$ cat src/rtl/heap_arbiter_pkg.sv
// Shared types and sizing helpers for the heap array arbiter and its storage.
package heap_arbiter_pkg;

    typedef enum logic [1:0] {
        OP_ALLOC = 2'd0,
        OP_FREE  = 2'd1,
        OP_PUSH  = 2'd2,
        OP_POP   = 2'd3
    } op_t;

    typedef enum logic [1:0] {
        S_IDLE = 2'd0,
        S_EXEC = 2'd1,
        S_RESP = 2'd2
    } state_t;

    localparam int DEFAULT_N_ARRAYS = 4;
    localparam int DEFAULT_N_AREA   = 3;
    localparam int HEAP_WORDS       = DEFAULT_N_ARRAYS * DEFAULT_N_AREA;

    function automatic int heap_words(input int n_arrays, input int n_area);
        return n_arrays * n_area;
    endfunction

endpackage

$ cat src/rtl/heap_array_store.sv
// Heap element memory plus the per-array size table; combinational read, synchronous write.
module heap_array_store
    import heap_arbiter_pkg::*;
#(
    parameter int W        = 12,
    parameter int NArrays  = 4,
    parameter int NArea    = 3,
    localparam int HeapWords = heap_words(NArrays, NArea),
    localparam int AddrW     = (HeapWords > 1) ? $clog2(HeapWords) : 1,
    localparam int SizeIdxW  = (NArrays > 1) ? $clog2(NArrays) : 1
) (
    input  logic                clock,
    input  logic [AddrW-1:0]    heap_addr,
    input  logic                heap_we,
    input  logic [W-1:0]        heap_wdata,
    output logic [W-1:0]        heap_rdata,
    input  logic [SizeIdxW-1:0] size_addr,
    input  logic                size_we,
    input  logic [W-1:0]        size_wdata,
    output logic [W-1:0]        size_rdata
);

    logic [W-1:0] heap_mem [HeapWords];
    logic [W-1:0] size_mem [NArrays];

    // Contents are never reset; the controller rewrites a size whenever it hands out a handle.
    always_ff @(posedge clock) begin
        if (heap_we) begin
            heap_mem[heap_addr] <= heap_wdata;
        end
        if (size_we) begin
            size_mem[size_addr] <= size_wdata;
        end
    end

    assign heap_rdata = heap_mem[heap_addr];
    assign size_rdata = size_mem[size_addr];

endmodule

$ cat src/rtl/heap_array_arbiter.sv
// Round-robin arbiter that serialises ALLOC/FREE/PUSH/POP requests onto one shared array heap.
module heap_array_arbiter
    import heap_arbiter_pkg::*;
#(
    parameter int MemoryElementWidth = 12,
    parameter int NReq               = 2,
    parameter int NArea              = 3,
    parameter int NArrays            = 4,
    localparam int IdWidth           = (NReq > 1) ? $clog2(NReq) : 1
) (
    input  logic                            clock,
    input  logic                            reset,
    input  logic [NReq-1:0]                 req_valid,
    input  logic [2*NReq-1:0]               req_op,
    input  logic [MemoryElementWidth*NReq-1:0] req_array,
    input  logic [MemoryElementWidth*NReq-1:0] req_data,
    output logic [NReq-1:0]                 req_ready,
    output logic                            rsp_valid,
    output logic [IdWidth-1:0]              rsp_id,
    output logic [MemoryElementWidth-1:0]   rsp_data,
    output logic                            rsp_error,
    output logic                            busy
);

    localparam int W         = MemoryElementWidth;
    localparam int HeapWords = heap_words(NArrays, NArea);
    localparam int AddrW     = (HeapWords > 1) ? $clog2(HeapWords) : 1;
    localparam int SizeIdxW  = (NArrays > 1) ? $clog2(NArrays) : 1;
    localparam int TopW      = $clog2(NArrays + 1);
    localparam logic [W-1:0] NArraysW = W'(NArrays);
    localparam logic [W-1:0] NAreaW   = W'(NArea);

    state_t               state_reg, state_next;
    logic [IdWidth-1:0]   rr_reg, id_reg;
    op_t                  op_reg;
    logic [W-1:0]         array_reg, data_reg;
    logic [W-1:0]         result_reg;
    logic                 error_reg;
    logic [W-1:0]         allocs_reg;
    logic [TopW-1:0]      top_reg;
    logic [W-1:0]         freed_stack_reg [NArrays];
    logic [NArrays-1:0]   allocated_reg;

    op_t                  op_arr    [NReq];
    logic [W-1:0]         array_arr [NReq];
    logic [W-1:0]         data_arr  [NReq];

    genvar gi;
    generate
        for (gi = 0; gi < NReq; gi++) begin : g_unpack
            assign op_arr[gi]    = op_t'(req_op[2*gi +: 2]);
            assign array_arr[gi] = req_array[W*gi +: W];
            assign data_arr[gi]  = req_data[W*gi +: W];
        end
    endgenerate

    // Search starts one past the last winner so every requester gets a turn.
    logic               grant_found;
    logic [IdWidth-1:0] grant_idx;
    always_comb begin
        grant_found = 1'b0;
        grant_idx   = '0;
        for (int k = 1; k <= NReq; k++) begin
            if (!grant_found && req_valid[(int'(rr_reg) + k) % NReq]) begin
                grant_found = 1'b1;
                grant_idx   = IdWidth'((int'(rr_reg) + k) % NReq);
            end
        end
    end

    always_comb begin
        state_next = state_reg;
        case (state_reg)
            S_IDLE:  if (grant_found) state_next = S_EXEC;
            S_EXEC:  state_next = S_RESP;
            S_RESP:  state_next = S_IDLE;
            default: state_next = S_IDLE;
        endcase
    end

    logic                stack_nonempty, alloc_ok, handle_ok, is_alloc, exec;
    logic [W-1:0]        alloc_handle, target, cur_size, heap_rdata;
    logic [SizeIdxW-1:0] size_idx;
    logic [AddrW-1:0]    heap_addr;
    logic                heap_we, size_we;
    logic [W-1:0]        size_wdata, exec_result;
    logic                exec_err, alloc_take, alloc_fresh, free_push, set_alloc, clr_alloc;

    assign exec           = (state_reg == S_EXEC);
    assign stack_nonempty = (top_reg != '0);
    assign alloc_handle   = stack_nonempty ? freed_stack_reg[SizeIdxW'(top_reg - TopW'(1))] : allocs_reg;
    assign alloc_ok       = stack_nonempty || (allocs_reg < NArraysW);
    assign target         = (op_reg == OP_ALLOC) ? alloc_handle : array_reg;
    assign handle_ok      = (array_reg < NArraysW);
    assign size_idx       = SizeIdxW'(target);
    assign is_alloc       = allocated_reg[size_idx];
    // POP reads the slot below the current size, PUSH writes at it.
    assign heap_addr      = AddrW'(int'(size_idx) * NArea + int'(cur_size)
                                   - ((op_reg == OP_POP) ? 1 : 0));

    always_comb begin
        heap_we     = 1'b0;
        size_we     = 1'b0;
        size_wdata  = '0;
        exec_err    = 1'b0;
        exec_result = '0;
        alloc_take  = 1'b0;
        alloc_fresh = 1'b0;
        free_push   = 1'b0;
        set_alloc   = 1'b0;
        clr_alloc   = 1'b0;
        if (exec) begin
            case (op_reg)
                OP_ALLOC: begin
                    if (alloc_ok) begin
                        size_we     = 1'b1;
                        set_alloc   = 1'b1;
                        exec_result = alloc_handle;
                        alloc_take  = stack_nonempty;
                        alloc_fresh = !stack_nonempty;
                    end else begin
                        exec_err = 1'b1;
                    end
                end
                OP_FREE: begin
                    if (handle_ok && is_alloc) begin
                        free_push = 1'b1;
                        clr_alloc = 1'b1;
                    end else begin
                        exec_err = 1'b1;
                    end
                end
                OP_PUSH: begin
                    if (handle_ok && is_alloc && (cur_size < NAreaW)) begin
                        heap_we    = 1'b1;
                        size_we    = 1'b1;
                        size_wdata = cur_size + W'(1);
                    end else begin
                        exec_err = 1'b1;
                    end
                end
                OP_POP: begin
                    if (handle_ok && is_alloc && (cur_size != '0)) begin
                        size_we     = 1'b1;
                        size_wdata  = cur_size - W'(1);
                        exec_result = heap_rdata;
                    end else begin
                        exec_err = 1'b1;
                    end
                end
                default: exec_err = 1'b1;
            endcase
        end
    end

    heap_array_store #(
        .W       (W),
        .NArrays (NArrays),
        .NArea   (NArea)
    ) u_store (
        .clock      (clock),
        .heap_addr  (heap_addr),
        .heap_we    (heap_we),
        .heap_wdata (data_reg),
        .heap_rdata (heap_rdata),
        .size_addr  (size_idx),
        .size_we    (size_we),
        .size_wdata (size_wdata),
        .size_rdata (cur_size)
    );

    always_ff @(posedge clock or posedge reset) begin
        if (reset) begin
            state_reg     <= S_IDLE;
            rr_reg        <= IdWidth'(NReq - 1);
            id_reg        <= '0;
            op_reg        <= OP_ALLOC;
            array_reg     <= '0;
            data_reg      <= '0;
            result_reg    <= '0;
            error_reg     <= 1'b0;
            allocs_reg    <= '0;
            top_reg       <= '0;
            allocated_reg <= '0;
        end else begin
            state_reg <= state_next;
            if (state_reg == S_IDLE && grant_found) begin
                rr_reg    <= grant_idx;
                id_reg    <= grant_idx;
                op_reg    <= op_arr[grant_idx];
                array_reg <= array_arr[grant_idx];
                data_reg  <= data_arr[grant_idx];
            end
            if (exec) begin
                result_reg <= exec_result;
                error_reg  <= exec_err;
            end
            if (alloc_fresh) allocs_reg <= allocs_reg + W'(1);
            if (alloc_take)  top_reg    <= top_reg - TopW'(1);
            if (free_push)   top_reg    <= top_reg + TopW'(1);
            if (set_alloc)   allocated_reg[size_idx] <= 1'b1;
            if (clr_alloc)   allocated_reg[size_idx] <= 1'b0;
        end
    end

    always_ff @(posedge clock) begin
        if (free_push) begin
            freed_stack_reg[SizeIdxW'(top_reg)] <= array_reg;
        end
    end

    assign req_ready = (state_reg == S_IDLE && grant_found && !reset)
                       ? (NReq'(1) << grant_idx) : '0;
    assign rsp_valid = (state_reg == S_RESP);
    assign rsp_id    = rsp_valid ? id_reg : '0;
    assign rsp_data  = rsp_valid ? result_reg : '0;
    assign rsp_error = rsp_valid & error_reg;
    assign busy      = (state_reg != S_IDLE);

endmodule
$ cat config.mk
export PLATFORM = sky130hd
export DESIGN_NAME = heap_array_arbiter
export DESIGN_NICKNAME = d
export VERILOG_FILES = /design/src/rtl/heap_arbiter_pkg.sv /design/src/rtl/heap_array_store.sv /design/src/rtl/heap_array_arbiter.sv
export SDC_FILE = /design/constraint.sdc
export NUM_CORES = 1
export LEC_CHECK = 0
export ABC_AREA = 1
export CAP_MARGIN = 20
export CORE_ASPECT_RATIO = 0.9
export CORE_UTILIZATION = 50
export CTS_BUF_LIST = sky130_fd_sc_hd__clkbuf_8
export DETAILED_ROUTE_END_ITERATION = 10
export PLACE_DENSITY = 0.76
export SLEW_MARGIN = 20
export SYNTH_ARGS = -nofsm -noshare
export SYNTH_HDL_FRONTEND = slang
export SYNTH_SLANG_ARGS = --single-unit
$ cat constraint.sdc
create_clock -name clock -period 6.4 [get_ports clock]
set_input_delay 0.96 -clock clock [delete_from_list [all_inputs] [get_ports clock]]
set_output_delay 0.96 -clock clock [all_outputs]
set_load 0.005 [all_outputs]
* Word-level counts from Yosys, hierarchy flattened
Memories as Yosys holds them, arrays and structs flattened.
Cells that the tools add are included.
** Operators by class
- Magnitude comparators :: 8
- Multipliers :: 1
- Add/subtract/negate cells :: 9
- Equality and inequality tests :: 6
- Shift-type cells :: 1
- Multiplexer cells :: 71
- Bitwise operators :: 7
- Reduce and logical (&&, ||, !) cells :: 17
** Operators with widths (number)
- 12-bit two-way mux :: 13
- 12-bit case mux with 2 select lines :: 2
- 1-bit two-way mux :: 41
- 12-bit by 1-bit adder with 12-bit output (second input constant) :: 2
- 12-bit by 3-bit < comparator with 1-bit output (second input constant) :: 2
- 12-bit by 2-bit < comparator with 1-bit output (second input constant) :: 1
- 2-bit two-way mux :: 6
- 12-bit nonzero test :: 1
- 12-bit by 1-bit subtractor with 12-bit output (second input constant) :: 1
- 2-bit by 3-bit < comparator with 1-bit output (second input constant) :: 3
- 4-bit two-way mux :: 2
- 1-bit logical AND :: 7
- 2-bit equality test (second input constant) :: 3
- 3-bit two-way mux :: 2
- 4-bit adder :: 1
- 4-bit AND :: 1
- 2-bit by 1-bit equality test with 1-bit output (second input constant) :: 2
- 2-bit zero test :: 2
- 2-bit by 2-bit multiplier with 4-bit output (second input constant) :: 1
- 4-bit inverter :: 1
- 4-bit bitwise OR :: 1
- 1-bit case mux with 4 select lines :: 1
- 2-bit case mux with 2 select lines :: 1
- 2-bit nonzero test :: 2
- 17 further kinds :: 21
** Storage, ports and cells
- RAM bits :: 240
- Register bits :: 62
- Memories :: 3
- Input port bits :: 56
- Output and inout bits :: 18
** Memories
- u_store.heap_mem :: depth 12, width 12, read ports 1, clocked after memory_dff 0, wr ports 1, RTL line heap_array_store.sv:23 : logic [W-1:0] heap_mem [HeapWords];
- freed_stack_reg :: depth 4, width 12, read ports 1, clocked after memory_dff 0, wr ports 1, RTL line heap_array_arbiter.sv:41 : logic [W-1:0] freed_stack_reg [NArrays];
- u_store.size_mem :: depth 4, width 12, read ports 1, clocked after memory_dff 0, wr ports 1, RTL line heap_array_store.sv:24 : logic [W-1:0] size_mem [NArrays];

* Longest topological paths before layout
- Depth after elaboration :: 13
- Mapped depth :: 31
- Mapped depth without buffers :: 26

* Modules after synthesis
Synthesis repeated with hierarchy kept, for this count alone.
** Unflattened totals
- Cell total of the unflattened synthesis :: 1340
- Area, all modules :: 13508.0 um^2
** By module, submodules not included
- heap_array_store :: area each 7756.2 um^2, sequential area each 5765.5 um^2, cells each 680, instances 1
- heap_array_arbiter :: area each 5751.8 um^2, sequential area each 2994.1 um^2, cells each 660, instances 1

* Worst setup path after synthesis
OpenSTA, ideal clock, no wires.
- Path type :: reg2reg
- Start point :: reg top_reg[0]
- End point :: mem u_store.heap_mem[10][0] (enable)
- Slack :: 1406 ps
- Cell stages (with the launch flop) :: 23
- Arrival :: 4614 ps
- Required time :: 6020 ps
- Clock period less this slack :: 4994 ps
- Path through :: dfrtp_1 buf_6 inv_4 clkbuf_1 ha_1 inv_1 nor2_1 o21ai_2 nand3_2 a21boi_4 buf_6 ha_1 fa_1 inv_1 ha_1 inv_1 fa_1 xor2_1 nand3b_1 nand2_1 buf_2 nand2_1 nor2_1
** On the way
- Longest elaborated chain between the ends :: 13
- Elaborated cells on any way between the ends :: 19
- Those cells by class :: 3 x add/sub; 1 x mul; 1 x order compare; 9 x mux; 3 x reduce/logical; 2 x memory
** RTL lines
- from (decl) :: RTL line heap_array_arbiter.sv:40 : logic [TopW-1:0] top_reg;
- from (signal assigned) :: RTL line heap_array_arbiter.sv:199 : if (alloc_take) top_reg <= top_reg - TopW'(1);
- from (signal assigned) :: RTL line heap_array_arbiter.sv:200 : if (free_push) top_reg <= top_reg + TopW'(1);
- 3-bit by 1-bit subtractor with 3-bit output
- memory 4 x 12 bit
- 12-bit two-way mux (*) :: RTL line heap_array_arbiter.sv:91 : assign alloc_handle = stack_nonempty ? freed_stack_reg[SizeIdxW'(top_reg - TopW'(1))] : allocs_reg;
- 2-bit two-way mux (*) :: RTL line heap_array_arbiter.sv:93 : assign target = (op_reg == OP_ALLOC) ? alloc_handle : array_reg;
- parallel branches: the longest is 9 deep, another holds 2-bit by 2-bit multiplier with 4-bit output
- to (decl) :: RTL line heap_array_store.sv:23
Mark *: on every way between the ends. The select of a mux whose other input is x is not followed.

* Worst setup path in the final report
- Start point :: reg top_reg[0]
- End point :: mem u_store.heap_mem[0][10] (enable)
Same word-level chain as after synthesis.

==> impl_metrics.yaml <==
synth:
  ys_seq_elements: 302
  yosysWarnings: 0
  synth.avg_cell_area_um2: 11.1
  synth_cell_types: 46
  synthesis.instances: 1182
  synth_top_cells_by_area: "edfxtp_1 55%, dfrtp_1 12%, nand2_1 7.8%, nor2_1 3.5%, o22ai_1 2.9%"
  synth_fp_nets: 1264
  seq_area_frac_synth: 0.665
  synth_top_area_share: 0.548
  synth_top_area_cell: "edfxtp_1"
  synth_area_mm2: 0.0132
routing:
  dr.pass1.iters: 5
  vias: 9211
  drc_errors: 0
  drt_iter0_drc: 1004
  via_per_inst: 5.60
  routed_wl_um: 30000
  ant_nets: 0
  wl_per_cell_um: 18.3
cts:
  cts.sinks: 302
  cts_tree: "built"
  post_cts_buffers: 0
  cts_resized: 0
  cts_htree_levels: 2
  ctsHoldBuffers: 0
  clockBufferDepth: 3
  clk_pin_slew_ps: 60
  clk_latency_ps: 590
  root_buffer: "clkbuf_8"
  cts_made_buffers: 47
global_route:
  grt_max_degree: 63
  overflow: 0
  antenna_found_initial: 0
  grt_pass1_vias: 8948
  grt_pass1_wl_um: 47500
  grt.total_usage: 0.229
placement:
  gp_congestion: 0.932
  port_buffers: 73
  place_area_mm2: 0.0142
  dp_hpwl_um: 20000
finish:
  seq_area_mm2: 0.00876
  final_util: 0.596
  finalInstanceArea_mm2: 0.0152
  drive_gt1_frac: 0.100
  nFillCells: 2014
  largest_register_ffs: 144
  mostFrequentLayoutCell: "nand2_1"
  final_cell_mix: "274 x nand2_1, 240 x edfxtp_1, 115 x nor2_1"
  diodes: 0
  fin_nets: 1348
  multi_input_area_mm2: 0.00379
  area_growth_pct: 15.2
sta:
  tns_ps: 0
  slew_headroom: 0.300
  drv_slew: 0
  worstMarginPinSlew_ps: 1050
  rsz0062_at_grt: "false"
  min_period_ps: 5840
  hold_violations: 0
  fmax_ghz: 0.171
  clock_skew_ps: 34.7
  period_share: 0.913
  setup_viol: 0
  holdWs_ps: 376
worst_setup_path:
  start_kind: "register"
  required_ps: 6660
  crit_arrival_ps: 6110
  crit_fanout: 27
  criticalPathCategory: "reg2reg"
  end_kind: "register"
job:
  maxCapViolations: 0
status:
  status: "finished, final reports clean"
floorplan:
  die_y_um: 156
  dieArea_mm2: 0.0270
  die_x_um: 173
  core_mm2: 0.0255
  start_util: 0.517
  rows: 55
  ios: 74
worst_hold_path:
  hold_class: "reg2reg"
==> synth_stat cells, drive strengths merged <==
library cell  count
or2               2
fa                2
clkinv            1
dfstp             1
nor4              5
a21boi            1
a21oi            14
o21ai            49
and3              1
ha               24
nand2           285
edfxtp          240
nand3            79
o21bai            1
xnor2             2
dfrtp            61
clkbuf           42
a211oi            1
nor2            124
o221ai            5
a22oi             7
a31oi            26
mux2              1
buf              18
o22ai            60
xor2              8
nor3             10
inv              91
nand3b            3
o22a              5
nand4            13
==> through the flow <==
step	std cells	setup slack [ps]
after floorplan	1182	1410
after global placement	1559	848
after detailed placement	1559	694
after CTS	1646	621
after global routing	1646	137
final	1646	555
==> final cells by class <==
class / count / share of cell area
clock buffers: 51 / 0.0463
repair buffers: 95 / 0.0599
well taps: 342 / 0.0282
flip-flops and latches: 302 / 0.578
multi-input cells: 728 / 0.250
clock inverters: 36 / 0.0150
inverters: 92 / 0.0229
==> layer usage <==
layer | routed length, um | vias to the layer above | global-route usage
met5 | 0 | - | 0
met4 | 956 | 0 | 0.0965
met3 | 2860 | 78 | 0.0461
met2 | 13600 | 503 | 0.356
met1 | 12700 | 4346 | 0.316
li1 | - | 4284 | -
==> critical path, stage by stage (launching register included) <==
cell      delay, ps
dfrtp_1         400
inv_4           240
ha_1            450
inv_1           400
nor2_1          110
o21ai_2          80
nand3_2         130
a21boi_4        530
ha_1            370
fa_1            480
inv_1            80
ha_1            140
inv_1            50
fa_1            380
xor2_1          180
nand3b_1        380
nand2_1         380
inv_1           190
nand2_1         140
nor2_1          170
buf_4           220
==> kinds of logic after synthesis <==
kind of cell | share of synthesized area
and+or+nand+nor | 0.174
DFF | 0.665
AOI/OAI and AO/OA | 0.0789
buffers and inverters | 0.0479
adders and majority gates | 0.0259
xor gates and xnor gates | 0.00665
muxes | 0.000855
==> path summary, 6_finish.rpt <==
kind | start | end | slack [ps] | depth (start not counted)
setup / recovery | top_reg[0] | u_store.heap_mem[0][10] | 560 | 20
hold / removal | allocs_reg[3] | allocs_reg[3] | 380 | 0
setup reg to reg | top_reg[0] | u_store.heap_mem[0][10] | 560 | 20
hold reg to reg | allocs_reg[3] | allocs_reg[3] | 380 | 0
max in group asynchronous | reset | allocs_reg[10] | 4860 | 3
min in group asynchronous | reset | array_reg[0] | 980 | 3
Power is left out: the tool's default activity adds up to more than one toggle a clock period on the data nets, which glitch-free logic cannot reach.
